==> src/rtl/if_fetch_ctrl.sv <==
// Instruction-fetch stage controller: issues one memory request at a time,
// holds the returned word for ID, and handles redirects and misaligned PCs.
//
// state   | meaning
// --------+----------------------------------------------------------
// S_REQ   | inst_req asserted for pc, waiting for inst_addr_ok
// S_WAIT  | request accepted, waiting for inst_data_ok
// S_HOLD  | fetched word presented to ID until it is accepted
// S_FAULT | misaligned pc presented to ID as an address fault
module if_fetch_ctrl #(
  parameter logic [31:0] RESET_PC = 32'hbfc00000
) (
  input  logic        clock,
  input  logic        reset,
  input  logic        redirect_valid,
  input  logic [31:0] redirect_target,
  input  logic        id_allow_in,
  output logic        inst_req,
  output logic [31:0] inst_addr,
  input  logic        inst_addr_ok,
  input  logic        inst_data_ok,
  input  logic [31:0] inst_rdata,
  output logic        fetch_valid,
  output logic [31:0] fetch_pc,
  output logic [31:0] fetch_inst,
  output logic        fetch_addr_fault
);

  typedef enum logic [1:0] {
    S_REQ   = 2'd0,
    S_WAIT  = 2'd1,
    S_HOLD  = 2'd2,
    S_FAULT = 2'd3
  } state_e;

  state_e      state_q, state_d;
  logic [31:0] pc_q, pc_d;
  logic        discard_q, discard_d;
  logic [31:0] inst_q, inst_d;
  logic        presenting;

  // A misaligned pc never reaches memory; it goes straight to ID as a fault.
  function automatic state_e fetch_state(input logic [31:0] pc);
    return (pc[1:0] != 2'b00) ? S_FAULT : S_REQ;
  endfunction

  always_ff @(posedge clock) begin
    if (reset) begin
      state_q   <= S_REQ;
      pc_q      <= RESET_PC;
      discard_q <= 1'b0;
      inst_q    <= 32'h0;
    end else begin
      state_q   <= state_d;
      pc_q      <= pc_d;
      discard_q <= discard_d;
      inst_q    <= inst_d;
    end
  end

  assign presenting = (state_q == S_HOLD) || (state_q == S_FAULT);

  always_comb begin
    state_d   = state_q;
    pc_d      = pc_q;
    discard_d = discard_q;
    inst_d    = inst_q;
    unique case (state_q)
      S_REQ: begin
        if (redirect_valid) begin
          pc_d = redirect_target;
          if (inst_addr_ok) begin
            discard_d = 1'b1;
            state_d   = S_WAIT;
          end else begin
            state_d = fetch_state(redirect_target);
          end
        end else if (inst_addr_ok) begin
          state_d = S_WAIT;
        end
      end
      S_WAIT: begin
        if (redirect_valid) begin
          pc_d = redirect_target;
          if (inst_data_ok) begin
            discard_d = 1'b0;
            state_d   = fetch_state(redirect_target);
          end else begin
            discard_d = 1'b1;
          end
        end else if (inst_data_ok) begin
          if (discard_q) begin
            discard_d = 1'b0;
            state_d   = fetch_state(pc_q);
          end else begin
            inst_d  = inst_rdata;
            state_d = S_HOLD;
          end
        end
      end
      S_HOLD, S_FAULT: begin
        // Redirect wins over an ID handshake in the same cycle.
        if (redirect_valid) begin
          pc_d    = redirect_target;
          state_d = fetch_state(redirect_target);
        end else if (id_allow_in) begin
          pc_d    = pc_q + 32'd4;
          state_d = fetch_state(pc_q + 32'd4);
        end
      end
      default: state_d = S_REQ;
    endcase
  end

  assign inst_req         = !reset && (state_q == S_REQ);
  assign inst_addr        = pc_q;
  assign fetch_valid      = !reset && presenting && !redirect_valid;
  assign fetch_pc         = pc_q;
  assign fetch_inst       = (state_q == S_FAULT) ? 32'h0 : inst_q;
  assign fetch_addr_fault = !reset && (state_q == S_FAULT);

endmodule

==> config.mk <==
export PLATFORM = sky130hd
export DESIGN_NAME = if_fetch_ctrl
export DESIGN_NICKNAME = d
export VERILOG_FILES = /design/src/rtl/if_fetch_ctrl.sv
export SDC_FILE = /design/constraint.sdc
export NUM_CORES = 1
export LEC_CHECK = 0
export CORE_MARGIN = 2
export CORE_UTILIZATION = 42
export DETAILED_ROUTE_END_ITERATION = 10
export PLACE_DENSITY = 0.8
export SYNTH_ARGS = -nofsm -noshare
export SYNTH_HDL_FRONTEND = slang
export SYNTH_SLANG_ARGS = --single-unit
==> constraint.sdc <==
create_clock -name clock -period 2.4 [get_ports clock]
set_input_delay 0.48 -clock clock [delete_from_list [all_inputs] [get_ports clock]]
set_output_delay 0.48 -clock clock [all_outputs]
set_load 0.01 [all_outputs]
; Word level (Yosys, flattened, before mapping)
; Cells that the tools add are included.
[totals]
register_bits = 67
input_bits = 70
output_inout_bits = 99
[classes]
n_addsub = 1
n_eq_ne = 10
mux = 24
bitwise_logic = 2
n_reduce_logical = 18
[ops]
columns = op, count
row1 = $mux 32, 4
row2 = $pmux 32 s2, 1
row3 = $add 32x3->32 const B, 1
row4 = $mux 2, 12
row5 = $ne 3x3->1 const B, 3
row6 = $reduce_and 4->1, 2
row7 = $reduce_bool 2->1, 4
row8 = $ne 2x2->1 const B, 3
row9 = $pmux 2 s3, 1
row10 = $mux 1, 5
row11 = $eq 2x2->1 const B, 2
row12 = $logic_and 1x1->1, 4
row13 = $reduce_or 2->1, 2
row14 = $reduce_and 3->1, 1
row15 = $eq 2x1->1 const B, 1
row16 = $logic_not 1->1, 2
row17 = $logic_not 2->1, 1
row18 = $ne 2x1->1 const B, 1
row19 = $not 1->1, 2
row20 = $pmux 1 s2, 1
row21 = $reduce_and 2->1, 1
row22 = $logic_or 1x1->1, 1

; Logic depth before layout (Yosys ltp)
[logic_depth]
word_depth = 6
ltp_mapped = 7
depth_no_buf = 6

; Worst setup path before layout
; OpenSTA, ideal clock, no wires.
[synth_timing]
kind = register -> register
start = register pc_q[15], in the netlist fetch_pc[15]
end = register pc_q[23], in the netlist fetch_pc[23]
setup_ps = 129
t_arrival_ps = 1748
path_slack_ps = 523
stages_incl_launch_ff = 7
cell_sequence = dfxtp_1 > and3_1 > nand4_1 > buf_6 > or4_1 > nor4b_1 > a211oi_1
[synth_via]
elab_chain_cells = 4
[synth_rtl]
columns = item, line
row1 = start: declaration, 37  ; logic [31:0] pc_q, pc_d;
row2 = start signal: assignment, 55  ; pc_q <= pc_d;
row3 = $add 32x3->32, --
row4 = $mux 32, 106  ; end else if (id_allow_in) begin
row5 = $mux 32, 103  ; if (redirect_valid) begin
row6 = $pmux 32 s2, 68  ; unique case (state_q)
; No other way between the ends. The select of a mux whose other input is x is not followed.
; A chain may end at the register's enable or synchronous reset.

; Worst setup path in the final report
[layout_timing]
start = register state_q[0]
end = output port fetch_inst[11]
[layout_via]
elab_chain_cells = 2
[layout_rtl]
columns = item, line
row1 = start: declaration, 36  ; state_e state_q, state_d;
row2 = start signal: assignment, 54  ; state_q <= state_d;
row3 = $eq 2x2->1, 119  ; assign fetch_inst = (state_q == S_FAULT) ? 32'h0 : inst_q;
row4 = $mux 32, 119
row5 = end: declaration, 25  ; output logic [31:0] fetch_inst,
; No other way between the ends.

==> out/qor.yml <==
clkLatencyLatePin_ns: 0.35
clock-sinks: 67
required_ns: 1.92
cts_buffers: 9
antenna_found_initial: 0
cts_root_buf: "clkbuf_8"
path_max_fanout: 33
finalCriticalPeriod_ns: 2.30
run_status: "finished clean"
core-area_sq_um: 8590
drive_gt1_share_pct: 8.24
synth_warnings: 0
timing.critical_path.from: "state_q[0]$_SDFFE_PP0P_"
fin_ws_ns: 0.103
clk_pin_slew_ns: 0.08
drt-total-wl_microns: 11200
grt_pass1_vias: 3681
final-setup-viol-count: 0
powerDensity_nw_per_um2: 543
timing_hold_violations_final: 0
grt_start_max_net_pins: 49
netlist_instances: 473
hold_path.startpoint: "inst_q[0]$_SDFFE_PP0P_"
p_leak_nw: 1.99
syn_to_final_growth_pct: 49.1
tns_ns: 0
gp_congestion: 0.870
drtIter0Drc: 221
final_max_slew_viol_count: 0
synth_top_area_share_pct: 36.5
drt_first_pass_iters: 5
dpl.hpwl_microns: 8160
pin_count: 169
fmax_ghz: 0.435
ir_drop_v: 0.000405
final_cell_mix: "167 x clkdlybuf4s50_1, 93 x nand2_1, 67 x dfxtp_1"
start_util_pct: 42.8
power.total_w: 0.00297
critical_path_class: "reg -> out"
cts_tree: "done"
synth_seq_cells: 67
holdCritPathClass: "reg -> reg"
nets: 685
vias: 3870
syn-cell-area_sq_um: 3670
antenna_left: 0
die_area_sq_um: 9510
final_common_cell: "clkdlybuf4s50_1"
ys_seq_area_share_pct: 36.5
rsz0062_at_grt: "no"
grt_use_total_pct: 23.1
grt_pass1_wl_microns: 18100
multiInputGateArea_sq_um: 1900
overflow: 0
synth.area.top_cells: "dfxtp_1 36%, nand2_1 9.5%, buf_4 6.5%"
antenna_cells: 0
timing.final.crit_share_pct: 95.7
r2r-start: "fetch_pc[4]$_SDFFE_PP0P_"
die-width_microns: 97.5
synth_cell_type_count: 51
reg2reg_depth: 5
dieHeight_microns: 97.5
rr_endpoint: "fetch_pc[23]$_SDFFE_PP1P_"
endpoint: "fetch_inst[11]"
floorplan.rows: 34
route.detailed.drc: 0
cts_buffer_depth: 2
post-place-ws_ns: 0.0388
rrSetupSlack_ns: 0.25
vias_per_cell: 5.32
crit_path_start_kind: "flip-flop"
syn_nets: 544
yosysTopAreaCell: "dfxtp_1"
cp-end-kind: "primary output"
slew_headroom_pct: 65.5
fillers: 741
portBuffers: 168
skew_ns: 0.00843
wl_per_cell_microns: 15.4
maxCapViolCount: 0
whs_ns: 0.453
seqCellArea_sq_um: 1340
h-tree-depth: 3
cts_setup_buffers: 0
synth_area_per_cell_sq_um: 7.77
cp.arrival_ns: 1.82
tightest_slew_ns: 0.518
==> synth_stat cells, drive strengths merged <==
cell type / instances
o22ai: 1
mux2: 2
a21oi: 44
ha: 1
nand4: 6
nor2b: 1
nor2: 30
xor2: 8
o21ai: 6
nor4b: 2
or4: 5
clkinv: 1
nand2b: 3
nand3: 12
a22oi: 1
a311oi: 3
buf: 36
a211oi: 13
o32ai: 1
and4: 5
a31oi: 3
o31a: 1
and3: 3
o41ai: 1
and2: 34
dfxtp: 67
mux2i: 5
o21bai: 1
inv: 9
or3: 4
clkbuf: 24
o211ai: 3
o221a: 2
nor4: 10
a221oi: 3
a2111oi: 2
xnor2: 9
nor3: 17
nand2: 94
==> sequential cells by signal (all words and copies together) (netlist names) <==
name       cells
discard_q      1
fetch_pc      32
state_q        2
inst_q        32
==> logic make-up (layout without fill, tap and decap cells) <==
| family | count (synthesis) | after routing | synth area share, % |
|---|---|---|---|
| fa+ha+maj | 1 | 1 | 0.340 |
| mux | 7 | 7 | 1.97 |
| buf+inv | 70 | 216 | 11.8 |
| flops | 67 | 67 | 36.5 |
| xor+xnor | 17 | 17 | 4.05 |
| compound gates | 85 | 85 | 14.5 |
| simple gates | 226 | 226 | 30.7 |
==> worst min path at each step <==
stage / end / depth (start not counted)
5_1_grt: inst_q[0]$_SDFFE_PP0P_ / 2
3_5_place_dp: inst_q[2]$_SDFFE_PP0P_ / 2
4_1_cts: inst_q[1]$_SDFFE_PP0P_ / 2
6_report: inst_q[0]$_SDFFE_PP0P_ / 2
2_1_floorplan: inst_q[0]$_SDFFE_PP0P_ / 2
3_3_place_gp: inst_q[26]$_SDFFE_PP0P_ / 2
==> critical path, stage by stage (launching register included) <==
cell and delay, ns:
dfxtp_1 0.49, nand2_1 0.11, buf_6 0.19, and2_1 0.19, clkdlybuf4s50_1 0.48
==> power by group <==
part           leakage (nW)  switching [W]  internal, W
sequential            0.549      0.0000821      0.00118
combinational          1.34       0.000316     0.000398
clock                 0.102       0.000499     0.000498
==> routing by layer <==
| layer | wire [microns] | GRT usage (%) | vias up |
|---|---|---|---|
| met3 | 978 | 6.98 | 12 |
| met4 | 136 | 7.05 | 0 |
| li1 | - | - | 1891 |
| met2 | 5400 | 39.2 | 180 |
| met1 | 4650 | 28.2 | 1787 |
| met5 | 0 | 0 | - |
==> stage by stage <==
stage               utilization (%)  cells  instance area (sq um)
global route                   63.8    727                   5480
global placement               61.3    711                   5270
detailed placement             61.3    711                   5270
finish                         63.8    727                   5480
CTS                            63.7    727                   5470
floorplan                         -    473                   3670
==> area by class of cell <==
cell class | count | share of cell area (%)
repair buffers | 190 | 33.9
flip-flops and latches | 67 | 24.5
well taps | 108 | 2.47
clock buffers | 9 | 2.26
clock inverters | 7 | 1.53
inverters | 10 | 0.685
multi-input cells | 336 | 34.7
==> repair_timing <==
item	4_1_cts	5_1_grt
gates resized for setup	0	2
hold buffers	0	0
endpoints found under the setup margin	0	16
No activity file was read; power rests on OpenSTA's default activity.
